--- config.mk ---
export PLATFORM = sky130hd
export DESIGN_NAME = port_irq_requester
export DESIGN_NICKNAME = d
export VERILOG_FILES = /design/src/rtl/port_irq_requester_pkg.sv /design/src/rtl/port_irq_requester_port_change_detect.sv /design/src/rtl/port_irq_requester.sv
export SDC_FILE = /design/constraint.sdc
export NUM_CORES = 1
export LEC_CHECK = 0
export CAP_MARGIN = 40
export CORE_UTILIZATION = 43
export CTS_CLUSTER_DIAMETER = 50
export CTS_CLUSTER_SIZE = 40
export DETAILED_ROUTE_END_ITERATION = 16
export PLACE_DENSITY_LB_ADDON = 0.05
export SLEW_MARGIN = 5
export SYNTH_ARGS = -nofsm -noshare
export SYNTH_HDL_FRONTEND = slang
export SYNTH_SLANG_ARGS = --single-unit
--- constraint.sdc ---
create_clock -name clk -period 2.4 [get_ports clk]
set_clock_uncertainty 0.15 [all_clocks]
set_input_delay 0.36 -clock clk [delete_from_list [all_inputs] [get_ports clk]]
set_output_delay 0.36 -clock clk [all_outputs]
set_load 0.02 [all_outputs]
--- src/rtl/port_irq_requester_pkg.sv ---
// Shared types and constants for the port interrupt requester.
package port_irq_requester_pkg;

    localparam int unsigned NPORTS = 4;
    localparam int unsigned ID_W   = 2;

    typedef enum logic [1:0] {
        ST_IDLE    = 2'd0,
        ST_REQ     = 2'd1,
        ST_SERVICE = 2'd2
    } state_t;

    // Fixed priority: lowest set index wins.
    function automatic logic [ID_W-1:0] prio_sel(input logic [NPORTS-1:0] v);
        prio_sel = '0;
        for (int i = NPORTS - 1; i >= 0; i--) begin
            if (v[i]) prio_sel = ID_W'(i);
        end
    endfunction

endpackage

--- src/rtl/port_irq_requester_port_change_detect.sv ---
// Per-port change detector: previous-value register with arming so that the
// first cycle after reset release never reports a change.
module port_change_detect #(
    parameter int unsigned DATA_W = 8
) (
    input  logic              clk,
    input  logic              reset,
    input  logic [DATA_W-1:0] value,
    output logic              chg
);

    logic [DATA_W-1:0] prev_q;
    logic              armed_q;

    always_ff @(posedge clk) begin
        if (!reset) begin
            prev_q  <= '0;
            armed_q <= 1'b0;
        end else begin
            prev_q  <= value;
            armed_q <= 1'b1;
        end
    end

    assign chg = armed_q && (value != prev_q);

endmodule

--- src/rtl/port_irq_requester.sv ---
// Port interrupt requester: flags port changes, issues one request at a time.
// Optional request timeout enabled by defining PORT_IRQ_TIMEOUT_EN.
module port_irq_requester
    import port_irq_requester_pkg::*;
#(
    parameter int unsigned DATA_W         = 8,
    parameter int unsigned TIMEOUT_CYCLES = 64
) (
    input  logic              clk,
    input  logic              reset,
    input  logic [DATA_W-1:0] in_p0,
    input  logic [DATA_W-1:0] in_p1,
    input  logic [DATA_W-1:0] in_p2,
    input  logic [DATA_W-1:0] in_p3,
    input  logic              mask_we,
    input  logic [3:0]        mask_data,
    input  logic              irq_ack,
    input  logic              irq_done,
    output logic              irq_req,
    output logic [ID_W-1:0]   irq_id,
    output logic [DATA_W-1:0] irq_data,
    output logic [3:0]        pending,
`ifdef PORT_IRQ_TIMEOUT_EN
    output logic              irq_timeout,
`endif
    output logic              busy
);

    // The wait counter is 8 bits wide.
    if (TIMEOUT_CYCLES < 2 || TIMEOUT_CYCLES > 256) begin : g_bad_timeout
        $error("TIMEOUT_CYCLES must be in 2..256");
    end

    logic [DATA_W-1:0] port_val [NPORTS];
    logic [NPORTS-1:0] chg;

    assign port_val[0] = in_p0;
    assign port_val[1] = in_p1;
    assign port_val[2] = in_p2;
    assign port_val[3] = in_p3;

    for (genvar n = 0; n < NPORTS; n++) begin : g_port
        port_change_detect #(
            .DATA_W (DATA_W)
        ) u_detect (
            .clk   (clk),
            .reset (reset),
            .value (port_val[n]),
            .chg   (chg[n])
        );
    end

    state_t            state_q, state_d;
    logic              req_q, req_d;
    logic [ID_W-1:0]   id_q, id_d;
    logic [DATA_W-1:0] data_q, data_d;
    logic [NPORTS-1:0] pending_q, pending_d;
    logic [NPORTS-1:0] mask_q, mask_d;
    logic [NPORTS-1:0] eligible;
    logic [NPORTS-1:0] clr;
    logic [ID_W-1:0]   sel;

`ifdef PORT_IRQ_TIMEOUT_EN
    localparam logic [7:0] TimeoutLast = 8'(TIMEOUT_CYCLES - 1);
    logic [7:0] cnt_q, cnt_d;
    logic       timeout_q, timeout_d;
`endif

    assign eligible = pending_q & mask_q;
    assign sel      = prio_sel(eligible);

    always_comb begin
        state_d = state_q;
        req_d   = req_q;
        id_d    = id_q;
        data_d  = data_q;
        mask_d  = mask_we ? mask_data : mask_q;
        clr     = '0;
`ifdef PORT_IRQ_TIMEOUT_EN
        cnt_d     = (state_q == ST_REQ) ? cnt_q + 8'd1 : 8'd0;
        timeout_d = mask_we ? 1'b0 : timeout_q;
`endif
        unique case (state_q)
            ST_IDLE: begin
                if (|eligible) begin
                    id_d    = sel;
                    data_d  = port_val[sel];
                    req_d   = 1'b1;
                    state_d = ST_REQ;
                end
            end
            ST_REQ: begin
                if (irq_ack) begin
                    req_d       = 1'b0;
                    clr[id_q]   = 1'b1;
                    state_d     = ST_SERVICE;
                end
`ifdef PORT_IRQ_TIMEOUT_EN
                else if (cnt_q == TimeoutLast) begin
                    // Pending stays set so the port is requested again.
                    req_d     = 1'b0;
                    timeout_d = 1'b1;
                    state_d   = ST_IDLE;
                end
`endif
            end
            ST_SERVICE: begin
                if (irq_done) state_d = ST_IDLE;
            end
            default: state_d = ST_IDLE;
        endcase
        // A change arriving with the ack re-sets the bit being cleared.
        pending_d = (pending_q & ~clr) | (chg & mask_q);
    end

    always_ff @(posedge clk) begin
        if (!reset) begin
            state_q   <= ST_IDLE;
            req_q     <= 1'b0;
            id_q      <= '0;
            data_q    <= '0;
            pending_q <= '0;
            mask_q    <= '0;
`ifdef PORT_IRQ_TIMEOUT_EN
            cnt_q     <= '0;
            timeout_q <= 1'b0;
`endif
        end else begin
            state_q   <= state_d;
            req_q     <= req_d;
            id_q      <= id_d;
            data_q    <= data_d;
            pending_q <= pending_d;
            mask_q    <= mask_d;
`ifdef PORT_IRQ_TIMEOUT_EN
            cnt_q     <= cnt_d;
            timeout_q <= timeout_d;
`endif
        end
    end

    assign irq_req  = req_q;
    assign irq_id   = id_q;
    assign irq_data = data_q;
    assign pending  = pending_q;
    assign busy     = (state_q != ST_IDLE);
`ifdef PORT_IRQ_TIMEOUT_EN
    assign irq_timeout = timeout_q;
`endif

endmodule
==> flow_summary_export.csv <==
group,metric,value,unit
status,status,"finished, final reports clean",
global_route,grt_pass1_wl,8000,um
finish,nets,315,
power,total_power,0.00176,W
sta,finalSetupViolCount,0,
hold_path,hp-start,"irq_data[7]",
yosys,syn-cell-area,0.00231,mm^2
hold_path,hp-class,"flip-flop to flip-flop",
sta,fmax,470,MHz
yosys,postSynthAreaPerCell,10.5,um^2
critical_path,startpoint,"state_q[0]",
critical_path,path_class,"flip-flop to output port",
placement,gp_congestion,0.767,
finish,drive_gt1_frac,0.0909,
yosys,seq_area_frac_synth,0.468,
power,clkPwrFrac,0.295,
yosys,syn_inst,219,
clock_tree,cts.path.max_buffers,2,
sta,relSlewSlack,0.688,
clock_tree,clock-sinks,54,
clock_tree,clkSlewWorstSetupHoldPaths,90,ps
critical_path,cp_max_fo,6,
clock_tree,cts_tree,"yes",
placement,numPortBuffers,56,
finish,fill_cells,494,
global_route,overflow,0,
critical_path,worstPathRequired,1890,ps
floorplan,initial_utilization,0.449,
yosys,async_flop_share,0,
power,intPower,0.00134,W
power,power_frac_comb,0.156,
sta,min_period,2130,ps
yosys,ys_ff_latch,54,
sta,rsz0062_at_grt,"no",
floorplan,placementRows,26,
global_route,grt_pass1_vias,1612,
route,drc,0,
yosys,synth_edf_count,0,
sta,finalMaxSlewViolations,0,
yosys,synthTopCellsByArea,"dfxtp_1, xnor2_1, and2_1",
power,switchingPower,0.000426,W
critical_path,cp.arrival,1620,ps
yosys,synth_cell_type_count,35,
floorplan,coreArea,0.00514,mm^2
finish,multi_input_area,0.00116,mm^2
power,seqPwrFrac,0.549,
route,firstDrtPassIters,4,
yosys,synth_top_area_cell,"dfxtp_1",
critical_path,critPathCaptureType,"output port",
route,drt_iter0_markers,70,
yosys,yosysTopAreaCellShare,0.468,
yosys,ys.flop_type,"dfxtp_1",
sta,hold_viol,0,
placement,place_hpwl,3790,um
finish,most-common-layout-cells,"clkdlybuf4s50_1, dfxtp_1, and2_1",
global_route,grt_usage,0.196,
floorplan,dieArea,0.00567,mm^2
route,num_vias,1758,
power,swShare,0.242,
floorplan,boundaryPins,57,
power,leakage,1.10,nW
clock_tree,cts_resized,0,
clock_tree,root_buffer,"clkbuf_8",
critical_path,critPathLaunchType,"flip-flop",
route,finalWirelength,4990,um
run,cap_violations,0,
route,ant_nets,0,
finish,layout_commonest_cell,"clkdlybuf4s50_1",
critical_path,timing.rr.start,"mask_q[0]",
clock_tree,postCtsHoldBufs,0,
clock_tree,cts_setup_buffers,0,
yosys,synth_fp_nets,260,
route,avgViaCountPerCell,5.10,
floorplan,dieHeight,75.3,um
floorplan,die_w,75.3,um
sta,finalSetupTns,0,ps
power,ir_worst_vdd,0.370,mV
finish,diodes,0,
route,wl_per_cell,14.5,um
sta,tightest_slew,462,ps
clock_tree,numCtsBuffers,5,
clock_tree,clk_latency,310,ps
critical_path,ff2ff_setup_slack,690,ps
finish,area_delta_synth_final,30.2,%
power,powerDensity,586,mW/mm^2
sta,period_share,0.887,
yosys,yosys_warnings,0,
finish,final-seq-area,0.00108,mm^2
clock_tree,cts_max_level,2,
global_route,grt_start_max_net_pins,30,
global_route,antenna_found_initial,0,
[layout make-up]
class	instances	area share
Multi-Input combinational cell	152	0.385
Inverter	2	0.00250
Clock inverter	1	0.00166
Sequential cell	54	0.360
Timing Repair Buffer	59	0.194
Clock buffer	7	0.0287
Tap cell	70	0.0291
[cell families (layout without fill, tap and decap cells)]
family | Yosys count | in the layout | synth area share
AND/OR/NAND/NOR | 72 | 72 | 0.191
AO/OA/AOI/OAI | 44 | 44 | 0.171
XOR/XNOR | 32 | 32 | 0.121
multiplexers | 4 | 4 | 0.0173
buffers and inverters | 13 | 69 | 0.0309
flip-flops | 54 | 54 | 0.468
[critical path: stages (launching register included)]
cell	delay (ps)
dfxtp_1	360
nor2_1	240
inv_1	140
clkdlybuf4s50_1	570
[per-layer routing]
layer | part of all wire | track usage | up-vias
li1 | - | - | 892
met1 | 0.48 | 0.270 | 819
met2 | 0.46 | 0.297 | 41
met3 | 0.047 | 0.0495 | 6
met4 | 0.015 | 0.0741 | 0
met5 | 0 | 0 | -
[registers in the layout, summed over array words and instances (netlist names)]
signal	cells
g_port.u_detect.prev_q	32
mask_q	4
state_q	2
irq_data	8
g_port.u_detect.armed_q	1
pending	4
irq_id	2
irq_req	1
[stage by stage]
step	std cells	setup slack [ps]	utilization	hold slack [ps]	instance area [um^2]
final	345	271	0.585	328	3010
after global routing	345	204	0.585	340	3010
after CTS	345	276	0.585	331	3010
after detailed placement	337	581	0.567	309	2920
after global placement	337	589	0.567	303	2920
after floorplan	219	805	-	238	2310
[worst paths after layout]
path                 end  cells past startpoint
min reg2reg  irq_data[7]                      1
max reg2reg  irq_data[0]                      4
min          irq_data[7]                      1
max                 busy                      3
[synthesized netlist by cell type, types with 2 or more instances]
library cell and count:
dfxtp_1 54, and2_1 33, xnor2_1 32, nand2_1 9, a221o_1 8, a32o_1 8
nand4_1 8, o31a_1 8, or2_2 8, clkbuf_1 7, nor2b_1 5, mux2i_1 4
o2111ai_1 4, a21oi_1 2, a22oi_1 2, and2_4 2, clkbuf_2 2, inv_1 2
nor3b_1 2, o211ai_1 2, o21ai_0 2, o311ai_0 2
[power by group through the flow]
stage	clock, W	sequential (W)	combinational [W]
after floorplan	0	0.000993	0.000138
after global placement	0	0.000988	0.000276
after detailed placement	0	0.000989	0.000276
after CTS	0.000538	0.000968	0.000278
after global routing	0.000579	0.000973	0.000300
final	0.000519	0.000967	0.000275
Note: power is estimated with default switching activity, not from simulation.
